===== config.mk =====
export PLATFORM = sky130hd
export DESIGN_NAME = rv32i_ifetch
export DESIGN_NICKNAME = d
export VERILOG_FILES = /design/src/rtl/rv32i_ifetch.sv
export SDC_FILE = /design/constraint.sdc
export NUM_CORES = 1
export LEC_CHECK = 0
export CORE_MARGIN = 5
export CORE_UTILIZATION = 50
export CTS_BUF_LIST = sky130_fd_sc_hd__clkbuf_8
export DETAILED_ROUTE_END_ITERATION = 8
export PLACE_DENSITY = 0.93
export SETUP_SLACK_MARGIN = 0.3
export SLEW_MARGIN = 40
export SYNTH_ARGS = -nofsm -noshare
export SYNTH_HDL_FRONTEND = slang
export SYNTH_SLANG_ARGS = --single-unit
export TNS_END_PERCENT = 30

===== constraint.sdc =====
create_clock -name clk_i -period 2.49 [get_ports clk_i]
set_input_delay 0.498 -clock clk_i [delete_from_list [all_inputs] [get_ports clk_i]]
set_output_delay 0.498 -clock clk_i [all_outputs]
set_load 0.02 [all_outputs]

===== src/rtl/rv32i_ifetch.sv =====
`default_nettype none
// ============================================================================
//  Module   : rv32i_ifetch
//  Brief    : RV32I instruction fetch and register-field decode in front of the
//             register bank. The RV32I_IFETCH_MISALIGN_EN macro adds a trap state
//             and a misalign_o port for misaligned redirects.
//  Revision : 1.0  initial release
// ============================================================================
module rv32i_ifetch #(
    parameter logic [31:0] RESET_PC = 32'h0000_0000
) (
    input  logic        clk_i,
    input  logic        rst_i,
    output logic        imem_req_o,
    output logic [31:0] imem_addr_o,
    input  logic        imem_ack_i,
    input  logic [31:0] imem_rdata_i,
    output logic        instr_valid_o,
    input  logic        instr_ready_i,
    input  logic        redirect_i,
    input  logic [31:0] redirect_pc_i,
    output logic [31:0] instr_o,
    output logic [31:0] pc_o,
    output logic [3:0]  rs1_idx_o,
    output logic        rs1_hi_o,
    output logic [3:0]  rs2_idx_o,
    output logic        rs2_hi_o,
    output logic [3:0]  rd_idx_o,
    output logic        rd_hi_o,
    output logic        rd_we_o
`ifdef RV32I_IFETCH_MISALIGN_EN
   ,output logic        misalign_o
`endif
);

    localparam logic [6:0] OPC_LUI    = 7'b0110111;
    localparam logic [6:0] OPC_AUIPC  = 7'b0010111;
    localparam logic [6:0] OPC_JAL    = 7'b1101111;
    localparam logic [6:0] OPC_JALR   = 7'b1100111;
    localparam logic [6:0] OPC_LOAD   = 7'b0000011;
    localparam logic [6:0] OPC_OP_IMM = 7'b0010011;
    localparam logic [6:0] OPC_OP     = 7'b0110011;

    typedef enum logic [2:0] {
        ST_IDLE  = 3'd0,
        ST_WAIT  = 3'd1,
        ST_HOLD  = 3'd2,
        ST_FLUSH = 3'd3
`ifdef RV32I_IFETCH_MISALIGN_EN
       ,ST_TRAP  = 3'd4
`endif
    } state_t;

    state_t      state_q;
    logic [31:0] pc_q;
    logic [31:0] addr_q;
    logic [31:0] instr_q;
    logic [31:0] pc_out_q;
    logic        req_q;
    logic        valid_q;
    logic        rd_we_q;

    logic [31:0] redir_pc_d;
    logic [31:0] pc_inc_d;
    logic        rd_we_d;

    always_comb begin
        redir_pc_d = redirect_pc_i & ~32'h3;
        pc_inc_d   = pc_q + 32'd4;
        case (imem_rdata_i[6:0])
            OPC_LUI, OPC_AUIPC, OPC_JAL, OPC_JALR,
            OPC_LOAD, OPC_OP_IMM, OPC_OP: rd_we_d = (imem_rdata_i[11:7] != 5'd0);
            default:                      rd_we_d = 1'b0;
        endcase
    end

`ifdef RV32I_IFETCH_MISALIGN_EN
    logic misalign_q;
    logic redir_mis_d;
    assign redir_mis_d = (redirect_pc_i[1:0] != 2'b00);
`endif

    // addr_q is separate from pc_q so the bus address stays put while a
    // redirect moves pc_q during FLUSH.
    always_ff @(posedge clk_i) begin
        if (rst_i) begin
            state_q  <= ST_IDLE;
            pc_q     <= RESET_PC;
            addr_q   <= RESET_PC;
            instr_q  <= 32'd0;
            pc_out_q <= 32'd0;
            req_q    <= 1'b0;
            valid_q  <= 1'b0;
            rd_we_q  <= 1'b0;
`ifdef RV32I_IFETCH_MISALIGN_EN
            misalign_q <= 1'b0;
`endif
        end else if (redirect_i) begin
`ifdef RV32I_IFETCH_MISALIGN_EN
            if (redir_mis_d) begin
                state_q    <= ST_TRAP;
                req_q      <= 1'b0;
                valid_q    <= 1'b0;
                misalign_q <= 1'b1;
                pc_q       <= redir_pc_d;
                pc_out_q   <= redirect_pc_i;
            end else begin
                misalign_q <= 1'b0;
`endif
                pc_q    <= redir_pc_d;
                valid_q <= 1'b0;
                // An unacknowledged request must still complete on the bus.
                if ((state_q == ST_WAIT || state_q == ST_FLUSH) && !imem_ack_i) begin
                    state_q <= ST_FLUSH;
                end else begin
                    state_q <= ST_WAIT;
                    req_q   <= 1'b1;
                    addr_q  <= redir_pc_d;
                end
`ifdef RV32I_IFETCH_MISALIGN_EN
            end
`endif
        end else begin
            case (state_q)
                ST_IDLE: begin
                    state_q <= ST_WAIT;
                    req_q   <= 1'b1;
                    addr_q  <= pc_q;
                end
                ST_WAIT: begin
                    if (imem_ack_i) begin
                        state_q  <= ST_HOLD;
                        req_q    <= 1'b0;
                        valid_q  <= 1'b1;
                        instr_q  <= imem_rdata_i;
                        pc_out_q <= pc_q;
                        rd_we_q  <= rd_we_d;
                    end
                end
                ST_HOLD: begin
                    if (instr_ready_i) begin
                        state_q <= ST_WAIT;
                        valid_q <= 1'b0;
                        req_q   <= 1'b1;
                        pc_q    <= pc_inc_d;
                        addr_q  <= pc_inc_d;
                    end
                end
                ST_FLUSH: begin
                    if (imem_ack_i) begin
                        state_q <= ST_WAIT;
                        req_q   <= 1'b1;
                        addr_q  <= pc_q;
                    end
                end
`ifdef RV32I_IFETCH_MISALIGN_EN
                ST_TRAP: begin
                    req_q   <= 1'b0;
                    valid_q <= 1'b0;
                end
`endif
                default: begin
                    state_q <= ST_IDLE;
                    req_q   <= 1'b0;
                    valid_q <= 1'b0;
                end
            endcase
        end
    end

    assign imem_req_o    = req_q;
    assign imem_addr_o   = addr_q;
    assign instr_valid_o = valid_q;
    assign instr_o       = instr_q;
    assign pc_o          = pc_out_q;
    assign rs1_idx_o     = instr_q[18:15];
    assign rs1_hi_o      = instr_q[19];
    assign rs2_idx_o     = instr_q[23:20];
    assign rs2_hi_o      = instr_q[24];
    assign rd_idx_o      = instr_q[10:7];
    assign rd_hi_o       = instr_q[11];
    assign rd_we_o       = rd_we_q;
`ifdef RV32I_IFETCH_MISALIGN_EN
    assign misalign_o    = misalign_q;
`endif

endmodule
`default_nettype wire

==> reports/summary.md <==
The run finished with clean final reports. The number of ports placed on the die boundary was 183; the number of antenna violations at the first check in global routing was 0. Power comes to 4.92 mW. The combinational cell fraction of total power came out at 0.209. The floorplan has 41 rows.

The tools report the number of failing hold endpoints at the final stage as 0. In the synthesized netlist the dominant register cell turns out to be dfxtp_1. The area of all placed cells without fillers is 8660 µm².

From bottom edge to top edge, the die measures 123 µm. The final standard cell utilization of the core was 0.689; the synthesis-to-finish area growth was 35.8%. Dividing the detail-routed wire length by the instance count gives 17.0 µm.

The initial standard-cell utilization of the core was 0.508. The clock tree root driver cell is clkbuf_8. The net switching fraction of the power is 0.288. The global routing usage summed across all routing layers is 0.254.

The max capacitance violation total was 0; the portion of total power attributed to the clock network was 0.332. In the post-route analysis, the smallest setup slack over all paths is 0.351 ns. The analysis attributes to cell leakage a power of 3.05 nW. At the end of the flow, the number of nets in the layout was 1039. After clock tree synthesis, the setup repair step added 0 buffers. The worst-case clock skew came out at 0.00951 ns. The startpoint identified for the worst hold timing path is pc_o[26]$_SDFFE_PP0P_.

The total of fill cells in the finished design is 1020, and the total of warnings raised by yosys is 0. The routed layout has 6471 vias. For the core area, the log shows 12600 µm².

The class of the worst hold path was flop to flop. The critical path class was flop to flop. 0 antenna diodes ended up in the layout. The internal power of the cells totals 3.50 mW. Setup violations remaining at the end of the flow were counted as 0. The worst setup path is launched from a flop. The share of synthesized registers carrying an async set or reset is 0. The detailed router finished its first iteration with 473 violations. Adding up every negative setup slack in the final design gives 0 ns. The post-synthesis cell type count is 65, and the transition at the pin with the smallest max-transition slack is 0.617 ns. The overall overflow remaining after global route is 0, and the maximum clock path buffer count is 2. The tools report the global-route wire length before repair as 30500 µm. For the share of the yosys chip area belonging to registers, the log shows 0.399.

The number of H-tree branching levels was 4. The die covers 15100 µm². Measured in cells, the most critical reg-to-reg path has a length of 5.

After detailed routing, the number of vias per cell comes to 5.64. The fraction of final layout cells with drive strength greater than 1 was 0.103. The logs give 6380 µm² for the area of the mapped netlist and 0.337 mV for the largest vdd supply drop. Via count of the first global-routing pass: 6265. Total clock sinks: 127.

Entering global routing, the biggest net connects 112 pins. Number of buffers created by CTS: 17. The final cycle utilization of the critical path was 0.859; the DRC violations left was 0. The HPWL after detailed placement is 14300 µm.

The worst register-to-register path ends at imem_addr_o[31]$_SDFFE_PP0P_. Timing analysis after detailed placement gives a worst setup slack of 0.101 ns. In this run the register-to-register setup slack is 0.35 ns. In this run the critical register-to-register path is launched from pc_q[10]$_SDFFE_PP0P_. The final-report max-slew violation count is 0, and the count of state elements after synthesis is 127.

The number of enable flip-flop cells after synthesis was 0; the global placement routability congestion was 0.925. The arrival time at the worst endpoint is 2.45 ns, and the fmax is 468 MHz. Setup repair after global routing could not meet its margin everywhere. For this design the total switching power over the nets is 1.42 mW.

TritonCTS built the clock tree. Buffers inserted to repair hold after CTS numbered 0. The number of nets with antenna violations after detailed routing was 0; the number of port buffers was 176. In the synthesized netlist, the number of instances is 804.

After clock tree synthesis, the clock-pin slew on the worst setup and hold paths is 0.07 ns. In this run the mean area of a mapped cell was 7.93 µm². The floorplan step set the die width to 123 µm. The worst hold path terminates at pc_o[26]$_SDFFE_PP0P_.

The run gives 0.459 as the sequential fraction of design power. Dividing total power by cell area gives a power density of 568 nW/µm². After detailed placement, the total cell area comes to 8280 µm². The routed wire length is 19500 µm, and the number of cells on the worst hold path is 2. The worst setup path is captured at a flop.

At the worst endpoint, the required time is 2.80 ns. The worst slew margin relative to its limit was 0.588. The pre-antenna-repair detailed-routing pass consisted of 6 iterations.

Clock latency on the worst-skew pair, taken at its later pin, is 0.44 ns. Along the worst path, the maximum fanout reaches 9. The shortest period the worst path allows is 2.14 ns.
## cell usage after synthesis, types with 13 or more instances
cell type	number	area share
a211oi_1	25	0.029
a21oi_1	101	0.079
buf_4	22	0.026
clkbuf_1	42	0.025
dfxtp_1	127	0.40
nand2_1	176	0.10
nand4_1	21	0.021
nor2_1	49	0.029
nor4_1	13	0.013
o21ai_0	20	0.016
xnor2_1	30	0.041
xor2_1	18	0.025
## critical path, cell delays in order, from the launching register on
cell and delay, ns:
dfxtp_1 0.48, nand3_2 0.17, or4_4 0.66, o31a_2 0.37, o21ai_0 0.23, a21oi_1 0.10
## power by group through the flow
stage               Clock [mW]  Sequential (mW)  Combinational (mW)
global route              1.75             2.27                1.10
global placement             0             2.30               0.996
detailed placement           0             2.30                1.01
floorplan                    0             2.37               0.490
finish                    1.63             2.26                1.03
CTS                       1.67             2.26                1.02
## worst max path at each step
stage                            startpoint                            to  slack, ns  depth (start not counted)
floorplan              pc_q[3]$_SDFFE_PP0P_         pc_q[30]$_SDFFE_PP0P_       0.41                          6
global placement                 redirect_i  imem_addr_o[20]$_SDFFE_PP0P_       0.13                          7
CTS                 state_q[0]$_SDFFE_PP0P_         pc_q[11]$_SDFFE_PP0P_       0.31                          9
global route          pc_q[24]$_SDFFE_PP0P_  imem_addr_o[31]$_SDFFE_PP0P_       0.26                          5
detailed placement               redirect_i  imem_addr_o[26]$_SDFFE_PP0P_       0.10                          7
finish                pc_q[10]$_SDFFE_PP0P_  imem_addr_o[31]$_SDFFE_PP0P_       0.35                          5
## kinds of logic (layout without fill, tap and decap cells)
logic type / after synthesis / in the layout / share of synthesized area
adder cells (fa/ha/maj): 6 / 6 / 0.0118
flip-flops: 127 / 127 / 0.399
other: 1 / 4 / 0.000588
AND/OR/NAND/NOR: 320 / 320 / 0.236
multiplexers: 2 / 2 / 0.00314
buffers and inverters: 101 / 270 / 0.0914
XOR/XNOR: 48 / 48 / 0.0659
AO/OA/AOI/OAI: 199 / 199 / 0.192
## routing by layer
layer / GRT usage / part of all wire / routed length [µm]
met1: 0.292 / 0.37 / 7320
met2: 0.421 / 0.48 / 9390
met3: 0.0846 / 0.11 / 2210
met4: 0.132 / 0.032 / 633
met5: 0 / 0 / 0
## per-stage QoR
| stage | hold WS [ns] | std cells |
|---|---|---|
| after floorplan | 0.445 | 807 |
| after detailed placement | 0.446 | 1117 |
| after CTS | 0.456 | 1148 |
| after global placement | 0.441 | 1117 |
| final | 0.453 | 1148 |
| after global routing | 0.468 | 1148 |
## placed cells by master (no fill, tap or decap), types with 5 or more instances in the layout
| cell type | count |
|---|---|
| buf_12 | 5 |
| a21oi_1 | 101 |
| buf_4 | 45 |
| o211ai_1 | 5 |
| clkbuf_8 | 21 |
| nor2_1 | 49 |
| o21ai_0 | 20 |
| clkdlybuf4s50_1 | 175 |
| a31oi_1 | 7 |
| xor2_1 | 18 |
| inv_1 | 16 |
| nand2_1 | 175 |
| a311oi_1 | 5 |
| nand4_1 | 21 |
| nor4_1 | 12 |
| a211o_1 | 6 |
| and3_1 | 5 |
| nor3_1 | 10 |
| a211oi_1 | 25 |
| nand2b_1 | 5 |
| nand3_1 | 11 |
| ha_1 | 6 |
| dfxtp_1 | 126 |
| xnor2_1 | 30 |
| o21a_1 | 5 |
## area by class of cell
type,instances,area (µm²),share of cell area
multi-input cells,579,3290,0.380
flip-flops and latches,127,2540,0.294
repair buffers,226,2200,0.254
clock buffers,21,289,0.0334
well taps,172,215,0.0248
clock inverters,10,72.6,0.00838
inverters,13,48.8,0.00563
## state kept, by name (all words and copies together) (netlist names)
| name | flops |
|---|---|
| instr_o | 32 |
| imem_addr_o | 30 |
| pc_o | 30 |
| pc_q | 30 |
| state_q | 2 |
| imem_req_o | 1 |
| instr_valid_o | 1 |
| rd_we_o | 1 |
## timing repair
item                                   4_1_cts  5_1_grt
endpoints found under the hold margin        0        0
setup endpoints to repair                    0       19
gates resized for setup                      0        5
Note: power is estimated with default switching activity, not from simulation.
